$ cat src/rtl/cp0_exc_ctrl.sv
// Coprocessor-0 exception/interrupt controller at the M stage: SR/Cause/EPC, mfc0/mtc0, eret target.
// Optional Count/Compare timer behind the CP0_TIMER_EN macro; req is combinational, state updates in one edge.
module cp0_exc_ctrl #(
    parameter logic [31:0] EXC_ENTRY = 32'h0000_4180,
    parameter logic [31:0] PRID_VAL  = 32'h2023_0007
) (
    input  logic        clk,
    input  logic        reset,
    input  logic        en,
    input  logic [4:0]  cp0_addr,
    input  logic [31:0] cp0_in,
    output logic [31:0] cp0_out,
    input  logic [31:0] vpc,
    input  logic        bd_in,
    input  logic [4:0]  exc_code_in,
    input  logic        eret,
    input  logic [5:0]  hw_int,
    output logic        req,
    output logic [31:0] epc_out,
    output logic [31:0] handler_pc
);

    localparam logic [4:0] ADDR_COUNT   = 5'd9;
    localparam logic [4:0] ADDR_COMPARE = 5'd11;
    localparam logic [4:0] ADDR_SR      = 5'd12;
    localparam logic [4:0] ADDR_CAUSE   = 5'd13;
    localparam logic [4:0] ADDR_EPC     = 5'd14;
    localparam logic [4:0] ADDR_PRID    = 5'd15;

    logic [5:0]  im_q, im_d;
    logic        exl_q, exl_d;
    logic        ie_q, ie_d;
    logic        bd_q, bd_d;
    logic [5:0]  ip_q, ip_d;
    logic [4:0]  exc_code_q, exc_code_d;
    logic [29:0] epc_q, epc_d;

    logic [5:0]  int_lines;
    logic        int_req;
    logic        exc_req;
    logic        wr_ok;
    logic [31:0] victim_pc;

`ifdef CP0_TIMER_EN
    logic [31:0] count_q, count_d;
    logic [31:0] compare_q, compare_d;
    logic        timer_pending_q, timer_pending_d;
    logic        armed_q, armed_d;
    logic        timer_hit;

    // Timer replaces the top interrupt line.
    assign int_lines = {timer_pending_q, hw_int[4:0]};
`else
    assign int_lines = hw_int;
`endif

    always_comb begin
        int_req = (|(int_lines & im_q)) & ie_q & ~exl_q;
        exc_req = (exc_code_in != 5'd0) & ~exl_q;
        req     = (int_req | exc_req) & ~reset;
        wr_ok   = en & ~req;
    end

    assign victim_pc  = bd_in ? (vpc - 32'd4) : vpc;
    assign handler_pc = EXC_ENTRY;

    always_comb begin
        im_d       = im_q;
        exl_d      = exl_q;
        ie_d       = ie_q;
        bd_d       = bd_q;
        ip_d       = int_lines;
        exc_code_d = exc_code_q;
        epc_d      = epc_q;

        if (req) begin
            exl_d      = 1'b1;
            bd_d       = bd_in;
            exc_code_d = int_req ? 5'd0 : exc_code_in;
            epc_d      = victim_pc[31:2];
        end else begin
            if (eret) begin
                exl_d = 1'b0;
            end
            // An SR write in the same cycle as eret overrides the EXL clear.
            if (en) begin
                case (cp0_addr)
                    ADDR_SR: begin
                        im_d  = cp0_in[15:10];
                        exl_d = cp0_in[1];
                        ie_d  = cp0_in[0];
                    end
                    ADDR_EPC: epc_d = cp0_in[31:2];
                    default: ;
                endcase
            end
        end
    end

    always_ff @(posedge clk or posedge reset) begin
        if (reset) begin
            im_q       <= 6'd0;
            exl_q      <= 1'b0;
            ie_q       <= 1'b0;
            bd_q       <= 1'b0;
            ip_q       <= 6'd0;
            exc_code_q <= 5'd0;
            epc_q      <= 30'd0;
        end else begin
            im_q       <= im_d;
            exl_q      <= exl_d;
            ie_q       <= ie_d;
            bd_q       <= bd_d;
            ip_q       <= ip_d;
            exc_code_q <= exc_code_d;
            epc_q      <= epc_d;
        end
    end

`ifdef CP0_TIMER_EN
    // Count==Compare==0 straight out of reset must not fire.
    assign timer_hit = (count_q == compare_q) & (armed_q | (count_q != 32'd0));

    always_comb begin
        count_d         = count_q + 32'd1;
        compare_d       = compare_q;
        armed_d         = armed_q | (count_q != 32'd0);
        timer_pending_d = timer_pending_q | timer_hit;
        if (wr_ok && (cp0_addr == ADDR_COUNT)) begin
            count_d = cp0_in;
        end
        if (wr_ok && (cp0_addr == ADDR_COMPARE)) begin
            compare_d       = cp0_in;
            timer_pending_d = 1'b0;
        end
    end

    always_ff @(posedge clk or posedge reset) begin
        if (reset) begin
            count_q         <= 32'd0;
            compare_q       <= 32'd0;
            timer_pending_q <= 1'b0;
            armed_q         <= 1'b0;
        end else begin
            count_q         <= count_d;
            compare_q       <= compare_d;
            timer_pending_q <= timer_pending_d;
            armed_q         <= armed_d;
        end
    end
`endif

    always_comb begin
        cp0_out = 32'd0;
        case (cp0_addr)
            ADDR_SR:    cp0_out = {16'd0, im_q, 8'd0, exl_q, ie_q};
            ADDR_CAUSE: cp0_out = {bd_q, 15'd0, ip_q, 3'd0, exc_code_q, 2'd0};
            ADDR_EPC:   cp0_out = {epc_q, 2'b00};
            ADDR_PRID:  cp0_out = PRID_VAL;
`ifdef CP0_TIMER_EN
            ADDR_COUNT:   cp0_out = count_q;
            ADDR_COMPARE: cp0_out = compare_q;
`endif
            default:    cp0_out = 32'd0;
        endcase
    end

    // Forward a same-cycle EPC write so an eret right behind the mtc0 sees it.
    always_comb begin
        epc_out = {epc_q, 2'b00};
        if (en && (cp0_addr == ADDR_EPC)) begin
            epc_out = {cp0_in[31:2], 2'b00};
        end
    end

endmodule
$ cat config.mk
export PLATFORM = sky130hd
export DESIGN_NAME = cp0_exc_ctrl
export DESIGN_NICKNAME = d
export VERILOG_FILES = /design/src/rtl/cp0_exc_ctrl.sv
export SDC_FILE = /design/constraint.sdc
export NUM_CORES = 1
export LEC_CHECK = 0
export BUFFER_PORTS_ARGS = -buffer_cell sky130_fd_sc_hd__buf_2
export CORE_MARGIN = 3
export CORE_UTILIZATION = 42
export CTS_CLUSTER_DIAMETER = 200
export DETAILED_ROUTE_END_ITERATION = 16
export PLACE_DENSITY_LB_ADDON = 0.05
export SLEW_MARGIN = 30
export SYNTH_ARGS = -nofsm -noshare
export SYNTH_HDL_FRONTEND = slang
export SYNTH_SLANG_ARGS = --single-unit
$ cat constraint.sdc
create_clock -name clk -period 2.8 [get_ports clk]
set_input_delay 0.7 -clock clk [delete_from_list [all_inputs] [get_ports clk]]
set_output_delay 0.7 -clock clk [all_outputs]
set_load 0.02 [all_outputs]
==> results_dict.tcl, run 1 <==
set metrics [dict create \
    outcome "complete, no violations" \
    synth_top_area_share_pct 34.48 \
    rr_worst_depth 6 \
    timing.rr.start "exl_q$_DFF_PP0_" \
    clkLatencyLatePin_ns 0.30 \
    firstDrtPassIters 5 \
    overflow 0 \
    r2r_end "epc_q[5]$_DFFE_PP0P_" \
    synthesis.instances 383 \
    grt_pass1_wl_um 17150 \
    post-cts-setup-buffers 0 \
    grt_pass1_vias 3418 \
    hold_viol_final 0 \
    seq_power_share_pct 41.1 \
    synth-seq-cells 50 \
    die_x_um 98.95 \
    cp.arrival_ns 2.02 \
    wl_met2_um 5281 \
    sw_frac_of_total_pct 35.90 \
    cap_violations 0 \
    cellInternalPower_mw 1.529 \
    diodes 0 \
    async_flop_share_pct 100.0 \
    ys_types 51 \
    drive_above_1_share_pct 41.73 \
    maxSlewViolCount 0 \
    whs_ns 0.5151 \
    antenna_left 0 \
    drt-met1-wl_um 4745 \
    routed_wirelength_um 11040 \
    wl_per_cell_um 17.33 \
    worstSetupPathType "input port to output pin" \
    post-route-util_pct 55.07 \
    rsz0062_at_grt "false" \
    initial_core_util_pct 43.72 \
    cts.path.max_buffers 2 \
    synth_edf_count 0 \
    root_buffer "clkbuf_8" \
    min_path_type "input port to flip-flop" \
    num-nets-final 618 \
    relSlewSlack_pct 56.73 \
    syn-cell-area_mm2 0.003628 \
    setup_tns_ns 0 \
    area_growth_pct 25.97 \
    clock-sinks 50 \
    skew_ns 0.006744 \
    die_y_um 98.95 \
    p_comb_share_pct 37.4 \
    rows 33 \
    clkTransAtPathRegs_ns 0.09 \
    cts_tree "done" \
    worstMarginPinSlew_ns 0.6491 \
    hp-start "hw_int[0]" \
    avgSynthCellArea_um2 9.474 \
    hold_end "ip_q[0]$_DFF_PP0_" \
    die-area_mm2 0.009790 \
    fill_cells 837 \
    route.detailed.vias_per_inst 5.477 \
    clock.fmax_mhz 368.0 \
    grt_max_degree 51 \
    pin_count 182 \
    power.share.clock_pct 21.5 \
    io_buffers 145 \
    rrSetupSlack_ns 0.56 \
    crit_required_ns 2.10 \
    initialDrtViolationCount 119 \
    end_kind "output pin" \
    htreeDepth 2 \
    antenna_found_initial 0 \
    top_layer "met4" \
    netlist_top_cells_area "dfrtp_1 34%, mux2_2 11%, buf_4 7.4%" \
    synth_largest_area_cell "dfrtp_1" \
    wl_met3_um 824 \
    cts_buffers 5 \
    peakVddDrop_mv 0.2747 \
    place.gp.congestion 0.8576 \
    min_period_ns 2.717 \
    synth_seq_area_share_pct 34.48 \
    start_kind "input port" \
    yosys-top-cells-count "50 x dfrtp_1, 36 x buf_4, 35 x mux2_2" \
    power_density_mw_per_mm2 521.9 \
    switchingPower_mw 0.8564 \
    vias 3489 \
    setup_viol 0 \
    cts_hold_buf 0 \
    ys.flop_type "dfrtp_1" \
    yosysMostFrequentCell "dfrtp_1" \
    remaining_drc_errors 0 \
    period_share_pct 97.05 \
    critPathMaxFanout 5 \
    min_path_cells 1 \
    p_leak_nw 2.210 \
    core_area_mm2 0.008299 \
    grt_usage_pct 21.77 \
    yosysWarnings 0 \
    dp_hpwl_um 8384 \
]
==> worst max path at each step <==
stage | startpoint | to | slack, ns
global route | en | epc_out[19] | 0.02
CTS | cp0_addr[4] | epc_out[19] | 0.02
global placement | cp0_addr[4] | epc_out[19] | 0.05
detailed placement | cp0_addr[4] | epc_out[19] | 0.04
finish | cp0_addr[4] | epc_out[19] | 0.08
floorplan | exc_code_in[1] | req | 0.03
==> placed cells by master (no fill, tap or decap), types with 12 or more instances in the layout <==
master | netlist | layout
nand2_1 | 20 | 20
a22o_1 | 12 | 12
buf_2 | 4 | 145
a21o_1 | 16 | 16
and2_1 | 15 | 14
a2111oi_0 | 16 | 16
a31oi_1 | 17 | 17
dfrtp_1 | 50 | 50
buf_4 | 36 | 20
mux2_2 | 35 | 35
conb_1 | 2 | 34
and3_1 | 16 | 16
==> worst max-delay path: stages <==
cell,delay (ns)
buf_2,0.10
and4b_1,0.35
and2_4,0.21
buf_4,0.14
mux2_2,0.34
buf_2,0.16
==> repair_timing <==
| item | in CTS | in global routing |
|---|---|---|
| setup endpoints to repair | 0 | 6 |
| hold endpoints to repair | 0 | 0 |
| resized for setup | 0 | 1 |
==> power by group through the flow <==
stage | sequential, mW | clock, mW | combinational, mW
finish | 0.981 | 0.513 | 0.892
global route | 1.00 | 0.552 | 0.971
CTS | 0.981 | 0.529 | 0.903
detailed placement | 0.995 | 0 | 0.898
global placement | 0.989 | 0 | 0.888
floorplan | 0.964 | 0 | 0.647
==> through the flow <==
| step | cells | area, um2 | worst slack, ns | total power, mW |
|---|---|---|---|---|
| final | 637 | 4571 | 0.08264 | 2.386 |
| after detailed placement | 630 | 4461 | 0.03603 | 1.893 |
| after floorplan | 415 | 3749 | 0.03375 | 1.611 |
| after global routing | 637 | 4571 | 0.02149 | 2.527 |
| after global placement | 630 | 4461 | 0.04721 | 1.877 |
| after CTS | 637 | 4568 | 0.01831 | 2.413 |
==> sequential cells by signal, indices dropped and copies added (netlist names) <==
name / count
bd_q: 1
ip_q: 6
exc_code_q: 5
ie_q: 1
exl_q: 1
im_q: 6
epc_q: 30
==> cell type report <==
class                   instances  area, um2  area share, %
multi-input cells             301       2122          46.43
flip-flops and latches         50       1251          27.37
repair buffers                168      935.9          20.48
well taps                     105      131.4          2.874
clock buffers                   5      68.82          1.506
clock inverters                 2      38.79         0.8486
inverters                       6      22.52         0.4927
==> metal layers <==
metal  up-vias  global-route usage (%)
li1       1689                       -
met1      1647                   28.74
met2       138                   36.62
met3        15                   3.963
met4         0                   5.987
met5         -                       0
==> cells by family after synthesis <==
| logic type | count (synthesis) | share of synthesized area, % |
|---|---|---|
| and+or+nand+nor | 118 | 19.90 |
| AOI/OAI and AO/OA | 101 | 20.83 |
| adders and majority gates | 1 | 0.3448 |
| xor gates and xnor gates | 12 | 2.897 |
| buffers and inverters | 64 | 10.48 |
| DFF | 50 | 34.48 |
| muxes | 35 | 10.86 |
| other | 2 | 0.2070 |
(Power assumes the default switching activity.)
==> inputs of run 2 (changes only) <==
Settings changed: CTS_CLUSTER_SIZE from default to 30, RECOVER_POWER from default to 100.
==> run 2 against run 1 <==
Net effect: design area shrank 1.5%; total power shrank 0.62%; maximum frequency grew 0.27%; critical endpoint unchanged.
==> results_dict.tcl, run 2 (synthesis gave the netlist of run 1 again) <==
set metrics [dict create \
    worstMarginPinSlew_ns 1.300 \
    top_layer "met4" \
    firstDrtPassIters 4 \
    die_x_um 98.95 \
    timing.rr.start "exl_q$_DFF_PP0_" \
    num-nets-final 618 \
    grt_pass1_vias 3418 \
    vias 3494 \
    largest-register "epc_q" \
    post-cts-setup-buffers 0 \
    clkLatencyLatePin_ns 0.30 \
    min_period_ns 2.710 \
    drive_above_1_share_pct 34.77 \
    remaining_drc_errors 0 \
    relSlewSlack_pct 13.31 \
    skew_ns 0.007125 \
    place.gp.congestion 0.8576 \
    grt_max_degree 51 \
    crit_required_ns 2.10 \
    diodes 0 \
    critPathMaxFanout 5 \
    die_y_um 98.95 \
    place_area_mm2 0.004461 \
    initialDrtViolationCount 113 \
    antenna_found_initial 0 \
    rsz0062_at_grt "false" \
    cp.arrival_ns 2.01 \
    hold_viol_final 0 \
    rrSetupSlack_ns 0.28 \
    antenna_left 0 \
    worstSetupPathType "input port to output pin" \
    pin_count 182 \
    setup_viol 0 \
    final_cell_mix "96 x buf_2, 50 x dfrtp_1, 34 x mux2_2, 34 x conb_1, 33 x clkbuf_1" \
    clock-sinks 50 \
    wl_met2_um 5315 \
    io_buffers 145 \
    design_area_mm2 0.004504 \
    start_kind "input port" \
    setup_tns_ns 0 \
    root_buffer "clkbuf_8" \
    period_share_pct 96.79 \
    wl_met3_um 819 \
    wl_per_cell_um 17.36 \
    layout_commonest_cell "buf_2" \
    min_path_type "input port to flip-flop" \
    cts.path.max_buffers 2 \
    r2r_end "bd_q$_DFFE_PP0N_" \
    overflow 0 \
    routed_wirelength_um 11060 \
    worstSetupStartpoint "cp0_addr[4]" \
    route.detailed.vias_per_inst 5.485 \
    post-route-util_pct 54.27 \
    htreeDepth 2 \
    cts_hold_buf 0 \
    clkTransAtPathRegs_ns 0.09 \
    rows 33 \
    cts_buffers 5 \
    fill_cells 853 \
    largest_reg_flops 30 \
    power_density_mw_per_mm2 526.4 \
    p_leak_nw 2.081 \
    end_kind "output pin" \
    outcome "complete, no violations" \
    peakVddDrop_mv 0.2750 \
    drt-met1-wl_um 4736 \
    grt_pass1_wl_um 17150 \
    die-area_mm2 0.009790 \
    rr_worst_depth 6 \
    area_growth_pct 24.14 \
    maxSlewViolCount 0 \
    core_area_mm2 0.008299 \
    cap_violations 0 \
    initial_core_util_pct 43.72 \
    cts_tree "done" \
    grt_usage_pct 21.77 \
    crit_end "epc_out[19]" \
    largest_registers "epc_q: 30 flops, im_q: 6 flops, ip_q: 6 flops" \
    clock.fmax_mhz 369.0 \
    dp_hpwl_um 8384 \
]
-- run 2: how the worst min path moves through the flow --
stage	startpoint	depth (start not counted)	slack [ns]	endpoint
2_1_floorplan	exc_code_q[0]$_DFFE_PP0N_	1	0.47	exc_code_q[0]$_DFFE_PP0N_
3_3_place_gp	exc_code_q[3]$_DFFE_PP0N_	1	0.49	exc_code_q[3]$_DFFE_PP0N_
3_5_place_dp	exc_code_q[0]$_DFFE_PP0N_	1	0.49	exc_code_q[0]$_DFFE_PP0N_
4_1_cts	hw_int[5]	1	0.50	ip_q[5]$_DFF_PP0_
5_1_grt	hw_int[5]	1	0.50	ip_q[5]$_DFF_PP0_
6_report	hw_int[3]	1	0.52	ip_q[3]$_DFF_PP0_
-- run 2: layout make-up --
cell class	instances	area (um2)	area share (%)
multi-input combinational	301	2112	46.89
sequential	50	1251	27.78
timing repair buffer	168	879.6	19.53
tap	105	131.4	2.917
clock buffer	5	68.82	1.528
clock inverter	2	38.79	0.8611
inverter	6	22.52	0.5000
-- run 2: critical path, stage by stage --
cell and delay, ns:
buf_2 0.10, and4b_1 0.35, and2_4 0.21, buf_4 0.14
mux2_2 0.34, buf_2 0.16
-- run 2: report_power, final --
| part | internal, mW | switching, mW | total (mW) |
|---|---|---|---|
| Sequential | 0.882 | 0.0981 | 0.981 |
| Clock | 0.263 | 0.249 | 0.512 |
| Combinational | 0.369 | 0.510 | 0.878 |
-- run 2: timing repair --
action / in CTS / in global routing
hold endpoints to repair: 0 / 0
gates resized for setup: 0 / 1
setup endpoints to repair: 0 / 6
-- run 2: through the flow --
step,worst slack (ns),hold WS [ns],power (mW),std cells
detailed placement,0.03603,0.4915,1.893,630
global placement,0.04721,0.4910,1.877,630
CTS,0.01831,0.5046,2.413,637
global route,0.009967,0.5036,2.514,637
finish,0.08997,0.5175,2.371,637
floorplan,0.03375,0.4728,1.611,415
-- run 2: routing by layer --
layer / vias to the layer above / global-route usage [%]
met5: - / 0
met4: 0 / 5.987
met3: 15 / 3.963
met2: 138 / 36.62
met1: 1648 / 28.74
li1: 1693 / -
==> inputs of run 3 (changes only) <==
Clock period 2.8 ns to 2.2 ns, I/O delays scaled along.
==> run 3 against run 2 <==
Net effect: the flow now finishes with violations (negative setup slack); wire length up 8.0%; critical path depth unchanged; clock-buffer cell count up 1; die area unchanged; critical path type unchanged.
==> results_dict.tcl, run 3 (synthesis gave the netlist of run 1 again) <==
set metrics [dict create \
    start_kind "input port" \
    period_share_pct 105.7 \
    worstMarginPinSlew_ns 0.7975 \
    grt_max_degree 24 \
    largest-register "epc_q" \
    violations "negative setup slack" \
    cap_violations 0 \
    remaining_drc_errors 0 \
    place.gp.congestion 0.8768 \
    num-nets-final 680 \
    cts_hold_buf 0 \
    min_path_type "input port to flip-flop" \
    cts.path.max_buffers 2 \
    fin_ws_ns -0.1257 \
    largest_registers "epc_q: 30 flops, im_q: 6 flops, ip_q: 6 flops" \
    clock-sinks 50 \
    overflow 0 \
    rows 33 \
    root_buffer "clkbuf_8" \
    firstDrtPassIters 4 \
    vias 3762 \
    diodes 0 \
    end_kind "output pin" \
    critPathMaxFanout 5 \
    dp.cells 680 \
    cp.arrival_ns 1.78 \
    route.detailed.vias_per_inst 5.374 \
    hold_viol_final 0 \
    met3_usage_pct 4.176 \
    worstSetupPathType "input port to output pin" \
    initialDrtViolationCount 184 \
    initial_core_util_pct 43.72 \
    top_usage_layer "met2" \
    die_y_um 98.95 \
    die_x_um 98.95 \
    htreeDepth 2 \
    power_density_mw_per_mm2 619.2 \
    maxSlewViolCount 0 \
    routed_wirelength_um 11940 \
    core_area_mm2 0.008299 \
    area_growth_pct 44.83 \
    cts_buffers 5 \
    clock.fmax_mhz 430.0 \
    use_met2_pct 39.88 \
    clkTransAtPathRegs_ns 0.10 \
    drive_above_1_share_pct 49.75 \
    grtUsageMet1_pct 32.75 \
    min_period_ns 2.326 \
    grt_pass1_wl_um 18780 \
    antenna_left 0 \
    grt_usage_pct 23.86 \
    layout_commonest_cell "buf_2" \
    clkLatencyLatePin_ns 0.31 \
    die-area_mm2 0.009790 \
    whs_ns 0.3550 \
    final_cell_mix "115 x buf_2, 73 x buf_4, 50 x dfrtp_1, 34 x conb_1, 21 x mux2_2" \
    grt_pass1_vias 3723 \
    relSlewSlack_pct 46.77 \
    wl_per_cell_um 17.06 \
    totalPowerFinal_mw 3.254 \
    peakVddDrop_mv 0.4128 \
    dp_hpwl_um 9032 \
    largest_reg_flops 30 \
    finalNonFillerCells 700 \
    outcome "finished, violations left" \
    skew_ns 0.005291 \
    antenna_found_initial 0 \
    p_leak_nw 2.579 \
    dp_slack_ns -0.2463 \
    io_buffers 145 \
    cts_tree "done" \
    rsz0062_at_grt "true" \
    crit_required_ns 1.65 \
    pin_count 182 \
    setup_viol 40 \
]
-- run 3: worst paths after layout --
path | from | to | slack, ns | cells after the start
min in group asynchronous | reset | ip_q[5]$_DFF_PP0_ | 0.51 | 3
min | hw_int[1] | ip_q[1]$_DFF_PP0_ | 0.36 | 1
max in group asynchronous | reset | epc_q[23]$_DFFE_PP0P_ | 0.63 | 4
min reg2reg | bd_q$_DFFE_PP0N_ | bd_q$_DFFE_PP0N_ | 0.51 | 1
max | cp0_addr[4] | epc_out[5] | -0.13 | 6
max reg2reg | exl_q$_DFF_PP0_ | epc_q[10]$_DFFE_PP0P_ | 0.10 | 6
-- run 3: layer usage --
| layer | up-vias | share of wire [%] | routed length, um |
|---|---|---|---|
| met2 | 156 | 48 | 5714 |
| met5 | - | 0 | 0 |
| met4 | 0 | 1.2 | 142 |
| met1 | 1777 | 44 | 5260 |
| li1 | 1815 | - | - |
| met3 | 14 | 6.9 | 821 |
-- run 3: cell type report --
class / count / area (um2)
Clock buffer: 6 / 82.58
Clock inverter: 2 / 17.52
Fill cell: 746 / 3044
Inverter: 6 / 22.52
Multi-Input combinational cell: 301 / 2253
Sequential cell: 50 / 1251
Tap cell: 105 / 131.4
Timing Repair Buffer: 230 / 1496
-- run 3: power breakdown --
part | internal [mW] | switching (mW)
Sequential | 1.12 | 0.138
Combinational | 0.700 | 0.708
Clock | 0.260 | 0.326
Total | 2.08 | 1.17
-- run 3: metrics by stage --
stage          TNS (ns)  utilization [%]  instance area [um2]
3_3_place_gp     -7.155            58.56                 4860
5_1_grt          -6.601            63.32                 5255
3_5_place_dp     -7.504            58.56                 4860
6_report         -3.138            63.32                 5255
2_1_floorplan   -0.1855                -                 3806
4_1_cts          -3.163            63.18                 5244
-- run 3: timing repair --
action                     CTS  global route
gates cloned                 1             1
buffers inserted             9             2
gates resized for setup     54            12
setup endpoints to repair   54            60
pin swaps                    4             0
-- run 3: worst max-delay path: stages --
cell and delay (ns):
buf_6 0.09, and4b_2 0.32, and2_4 0.22, buf_12 0.14, mux2_4 0.32, buf_6 0.13
